<file path="src/rtl/pipe_ctrl.sv">
// rtl/pipe_ctrl.sv - pipeline stall/flush controller with exception redirect
//
// Purpose:
//   Merges per-stage stall requests into a thermometer-coded stall bus and
//   turns a MEM-stage exception into a one-cycle pipeline-wide flush with a
//   redirect PC. Also keeps free-running counters of stalled and flush cycles.
//
// Ports:
//   clk           in   1   system clock, rising edge
//   rst           in   1   synchronous, active-high reset
//   stallreq_if   in   1   fetch stall request (icache miss)
//   stallreq_id   in   1   decode stall request (load-use)
//   stallreq_ex   in   1   execute stall request (mul/div busy)
//   stallreq_mem  in   1   memory stall request (dcache miss)
//   excepttype_i  in  32   exception code from MEM, 0 = none
//   cp0_epc_i     in  32   current CP0 EPC
//   stall         out  6   bit0 PC .. bit5 WB, 1 = hold
//   flush         out  1   flush all stage registers
//   new_pc        out 32   redirect PC, meaningful only while flush = 1
//   stall_cycles  out 32   cycles with stall[0] = 1 (wraps)
//   flush_count   out 16   flush pulses issued (wraps)

module pipe_ctrl #(
   parameter logic [31:0] EXC_VECTOR = 32'hBFC00380,
   parameter logic [31:0] ERET_CODE  = 32'h0000000E
) (
   input  logic        clk,
   input  logic        rst,
   input  logic        stallreq_if,
   input  logic        stallreq_id,
   input  logic        stallreq_ex,
   input  logic        stallreq_mem,
   input  logic [31:0] excepttype_i,
   input  logic [31:0] cp0_epc_i,
   output logic [5:0]  stall,
   output logic        flush,
   output logic [31:0] new_pc,
   output logic [31:0] stall_cycles,
   output logic [15:0] flush_count
);

   typedef enum logic [1:0] {
      IDLE    = 2'd0,
      CAPTURE = 2'd1,
      FLUSH   = 2'd2
   } state_t;

   // Stall patterns: a requesting stage holds itself and everything older.
   localparam logic [5:0] STALL_NONE = 6'b000000;
   localparam logic [5:0] STALL_IF   = 6'b000011;
   localparam logic [5:0] STALL_ID   = 6'b000111;
   localparam logic [5:0] STALL_EX   = 6'b001111;
   localparam logic [5:0] STALL_MEM  = 6'b011111;

   state_t      state_q, state_d;
   logic [31:0] exc_code_q, exc_code_d;
   logic [31:0] epc_q, epc_d;
   logic [31:0] stall_cycles_q, stall_cycles_d;
   logic [15:0] flush_count_q, flush_count_d;

   logic [5:0]  req_stall;
   logic        exc_pending;

   // Youngest-stage-wins priority: a MEM stall must also freeze EX/ID/IF.
   always_comb begin
      req_stall = STALL_NONE;
      if (stallreq_mem) begin
         req_stall = STALL_MEM;
      end else if (stallreq_ex) begin
         req_stall = STALL_EX;
      end else if (stallreq_id) begin
         req_stall = STALL_ID;
      end else if (stallreq_if) begin
         req_stall = STALL_IF;
      end
   end

   assign exc_pending = (excepttype_i != 32'd0);

   // Next-state and output logic.
   always_comb begin
      state_d    = state_q;
      exc_code_d = exc_code_q;
      epc_d      = epc_q;
      stall      = STALL_NONE;
      flush      = 1'b0;
      new_pc     = 32'd0;

      case (state_q)
         IDLE: begin
            stall = req_stall;
            // While MEM is stalled the excepting instruction is still held
            // there, so the capture waits until the stall releases.
            if (exc_pending && !stallreq_mem) begin
               state_d    = CAPTURE;
               exc_code_d = excepttype_i;
               epc_d      = cp0_epc_i;
            end
         end
         CAPTURE: begin
            // Freeze everything up to MEM for one cycle so the redirect PC
            // is resolved from registered values before the flush.
            stall   = STALL_MEM;
            state_d = FLUSH;
         end
         FLUSH: begin
            flush   = 1'b1;
            new_pc  = (exc_code_q == ERET_CODE) ? epc_q : EXC_VECTOR;
            state_d = IDLE;
         end
         default: begin
            state_d = IDLE;
         end
      endcase
   end

   // Counters track the outputs actually presented this cycle.
   always_comb begin
      stall_cycles_d = stall_cycles_q;
      flush_count_d  = flush_count_q;
      if (stall[0]) begin
         stall_cycles_d = stall_cycles_q + 32'd1;
      end
      if (flush) begin
         flush_count_d = flush_count_q + 16'd1;
      end
   end

   always_ff @(posedge clk) begin
      if (rst) begin
         state_q        <= IDLE;
         exc_code_q     <= 32'd0;
         epc_q          <= 32'd0;
         stall_cycles_q <= 32'd0;
         flush_count_q  <= 16'd0;
      end else begin
         state_q        <= state_d;
         exc_code_q     <= exc_code_d;
         epc_q          <= epc_d;
         stall_cycles_q <= stall_cycles_d;
         flush_count_q  <= flush_count_d;
      end
   end

   assign stall_cycles = stall_cycles_q;
   assign flush_count  = flush_count_q;

endmodule
</file>
<file path="config.mk">
export PLATFORM = sky130hd
export DESIGN_NAME = pipe_ctrl
export DESIGN_NICKNAME = d
export VERILOG_FILES = /design/src/rtl/pipe_ctrl.sv
export SDC_FILE = /design/constraint.sdc
export NUM_CORES = 1
export LEC_CHECK = 0
export ABC_AREA = 1
export BUFFER_PORTS_ARGS = -buffer_cell sky130_fd_sc_hd__buf_2
export CAP_MARGIN = 25
export CORE_ASPECT_RATIO = 0.9
export CORE_MARGIN = 5
export CORE_UTILIZATION = 40
export CTS_CLUSTER_SIZE = 25
export DETAILED_ROUTE_END_ITERATION = 12
export PLACE_DENSITY_LB_ADDON = 0.15
export SLEW_MARGIN = 20
export SYNTH_ARGS = -nofsm -noshare
export SYNTH_HDL_FRONTEND = slang
export SYNTH_SLANG_ARGS = --single-unit
</file>
<file path="constraint.sdc">
create_clock -name clk -period 2.3 [get_ports clk]
set_input_delay 0.115 -clock clk [delete_from_list [all_inputs] [get_ports clk]]
set_output_delay 0.115 -clock clk [all_outputs]
set_load 0.01 [all_outputs]
</file>
==> summary.txt <==
pin count of the biggest net entering global routing: 65
worst endpoint required time: 2.18 ns
initial antenna violation count: 0
Peak Freq: 508 MHz
CTS Buf Count: 17
share of layout cells above drive strength 1: 18.6%
Slew headroom: 46.1%
post-DR wirelength/cell: 12.1 um
register bit count reported by yosys: 114
clock root buffer: clkbuf_16
type of the worst setup path: reg -> out
total length of routed wires: 15800 um
CTS clock-pin slew for the worst setup and hold paths: 0.05 ns
dominant synthesized flop cell: dfxtp_1
Sink Count: 114
Worst setup SP type: register
number of buffers added for setup after CTS: 0
CTS hold repair buffers: 0
worst hold path class: in -> reg
post-layout minimum cycle time: 1.97 ns
WP data arrival: 1.85 ns
Initial Util: 41.3%
Final Cycle Share: 85.5%
Clock Skews: 0.00549 ns
Die Area: 17100 sq um
via count: 6065
Cell Chain, Critical Path: or2_2 > nor3_1 > nand4_1 > buf_4 > nor2_1 > nor2_1 > buf_2
hpwl dp: 11500 um
top fanout value on the critical path: 32
transition time at the pin with the least slew margin: 0.806 ns
sequential area share after synthesis: 39.1%
via count of the first global-routing pass: 5573
number of gates resized after CTS: 0
number of antenna diodes: 0
Yosys warning count: 0
maximum number of buffers from clock root to sink: 2
Avg Synthesized Cell Area: 6.12 sq um
remaining global-route overflow: 0
Synth Net Count: 1026
asr flop ratio synth: 0%
worst ir drop on vdd: 0.493 mV
number of search-and-repair iterations in the first detailed-routing pass: 5
worst skew pair latency: 0.41 ns
number of synthesized flops with an enable pin: 0
most used cell along the critical path: nor2_1
Die Y: 125 um
endpoint class of the critical path: output port
cell with the largest stage delay on the worst path: dfxtp_1
Core Box Area: 14200 sq um
number of rows in the core area: 41
longest individual stage delay on the worst path: 0.30 ns
Final Max Tran Viols: 0
via-per-instance ratio: 4.65
synthesized area: 5840 sq um
Antenna Nets Post-Route: 0
Power Density: 705 nW/um^2
status: finished, final reports clean
post-layout util: 51.6%
Leak Pwr: 3.69 nW
count of endpoints failing setup in the final report: 0
max cap viols: 0
die width: 137 um
setup repair after global routing missed its margin: false
H-tree lvl count: 4
All-Layer GR Usage: 18.6%
number of design-rule violations left by the first detailed-router iteration: 319
count of input and output buffers: 155
global-route wire length before repair: 26100 um
Syn Inst Count: 954
final weighted congestion in routability-driven placement: 0.819
total I/O pin count: 157
buffer and inverter count on the worst path: 2
Top Family by Delay on Critical Path: simple AND/OR/NAND/NOR gates
DRC violation count after routing: 0
Synth-to-Final Area Change: 25.0%
number of distinct standard cells referenced by the synthesized netlist: 30
setup TNS: 0 ns
hold violation count in the final report: 0
CTS tree: yes
Final Net Count: 1172
stage by stage:
step                worst slack, ns  instances  cell area [sq um]  total power [W]  hold slack (ns)
detailed placement            0.338       1274               6750          0.00270            0.434
global route                  0.114       1305               7300          0.00537           0.0350
floorplan                     0.776        954               5840          0.00254            0.335
global placement              0.360       1274               6750          0.00269            0.430
finish                        0.333       1305               7300          0.00515           0.0199
CTS                           0.296       1305               7300          0.00521          0.00355
where the power goes:
part	internal (W)	switching [W]	leakage (nW)
Clock	0.00163	0.000856	0.275
Sequential	0.00209	0.0000572	0.935
Combinational	0.000206	0.000305	2.48
sequential cells by signal, indices dropped and copies added (netlist names):
signal,flops
exc_code_q,32
stall_cycles,32
state_q,2
epc_q,32
flush_count,16
synthesized netlist by cell type (2+ instances only):
cell type    n  area share (%)
nand2_1    198              13
buf_4        2            0.26
inv_2        4            0.26
buf_2        9            0.77
nor2_2       5            0.54
buf_6        6             1.2
inv_1      110             7.1
nor2_1     298              19
xor2_1       3            0.45
nand4_1     13             1.4
o21bai_1     2            0.26
dfxtp_1    114              39
nand3_1     94             8.1
o21ai_0      9            0.77
ha_1         2            0.43
a31oi_1      3            0.32
a21oi_1     23             2.0
nor2_4       2            0.39
o21a_1       4            0.51
nand3b_1     4            0.51
xnor2_1      2            0.30
nor3b_1      3            0.39
buf_1        5            0.32
nor3_1      15             1.3
clkbuf_1    19             1.2
worst min-delay path, delay by kind of cell:
family                 cells  cell delay (ns)
buffers and inverters      2             0.10
and+or+nand+nor            3             0.18
final timing paths:
check | startpoint | endpoint | slack, ns | cells after the start
worst max-delay path | exc_code_q[4] | new_pc[9] | 0.33 | 7
worst min-delay path | cp0_epc_i[22] | epc_q[22] | 0.02 | 5
worst max register to register | state_q[0] | epc_q[1] | 0.35 | 8
worst min register to register | exc_code_q[4] | exc_code_q[4] | 0.47 | 2
placed cells by master (no fill, tap or decap), types with 3 or more instances in the layout:
master,count
inv_2,4
dfxtp_1,114
nand3_1,94
a31oi_1,3
buf_2,155
nor3b_1,3
clkinv_2,4
nand3b_1,4
clkbuf_16,17
clkbuf_1,6
nor2_1,298
nor3_1,15
xor2_1,3
nor2_4,3
o21ai_0,9
o21a_1,4
inv_1,110
buf_4,13
nand2_1,197
a21oi_1,23
nand4_1,13
nor2_2,4
cells by family (layout without fill, tap and decap cells):
kind of cell	Yosys count	in the layout	synth area share [%]
xor+xnor	5	5	0.750
simple gates	635	635	44.7
buf+inv	155	313	11.0
flops	114	114	39.1
compound gates	42	42	3.92
other cells	1	1	0.0642
fa+ha+maj	2	2	0.428
per-layer routing:
| metal | GRT usage, % | vias to the layer above | share of wire [%] |
|---|---|---|---|
| met1 | 23.6 | 2711 | 46 |
| met4 | 6.16 | 0 | 1.1 |
| met3 | 4.68 | 14 | 5.5 |
| met2 | 30.7 | 116 | 47 |
| li1 | - | 3224 | - |
| met5 | 0 | - | 0 |
final cells by class:
cell class                 instances  area [sq um]
multi-input combinational        685          2920
clock inverter                     6          80.1
sequential                       114          2280
inverter                         114           428
tap                              193           241
timing repair buffer             168           873
clock buffer                      25           475
fill                            1526          6860
(Power assumes the default switching activity.)
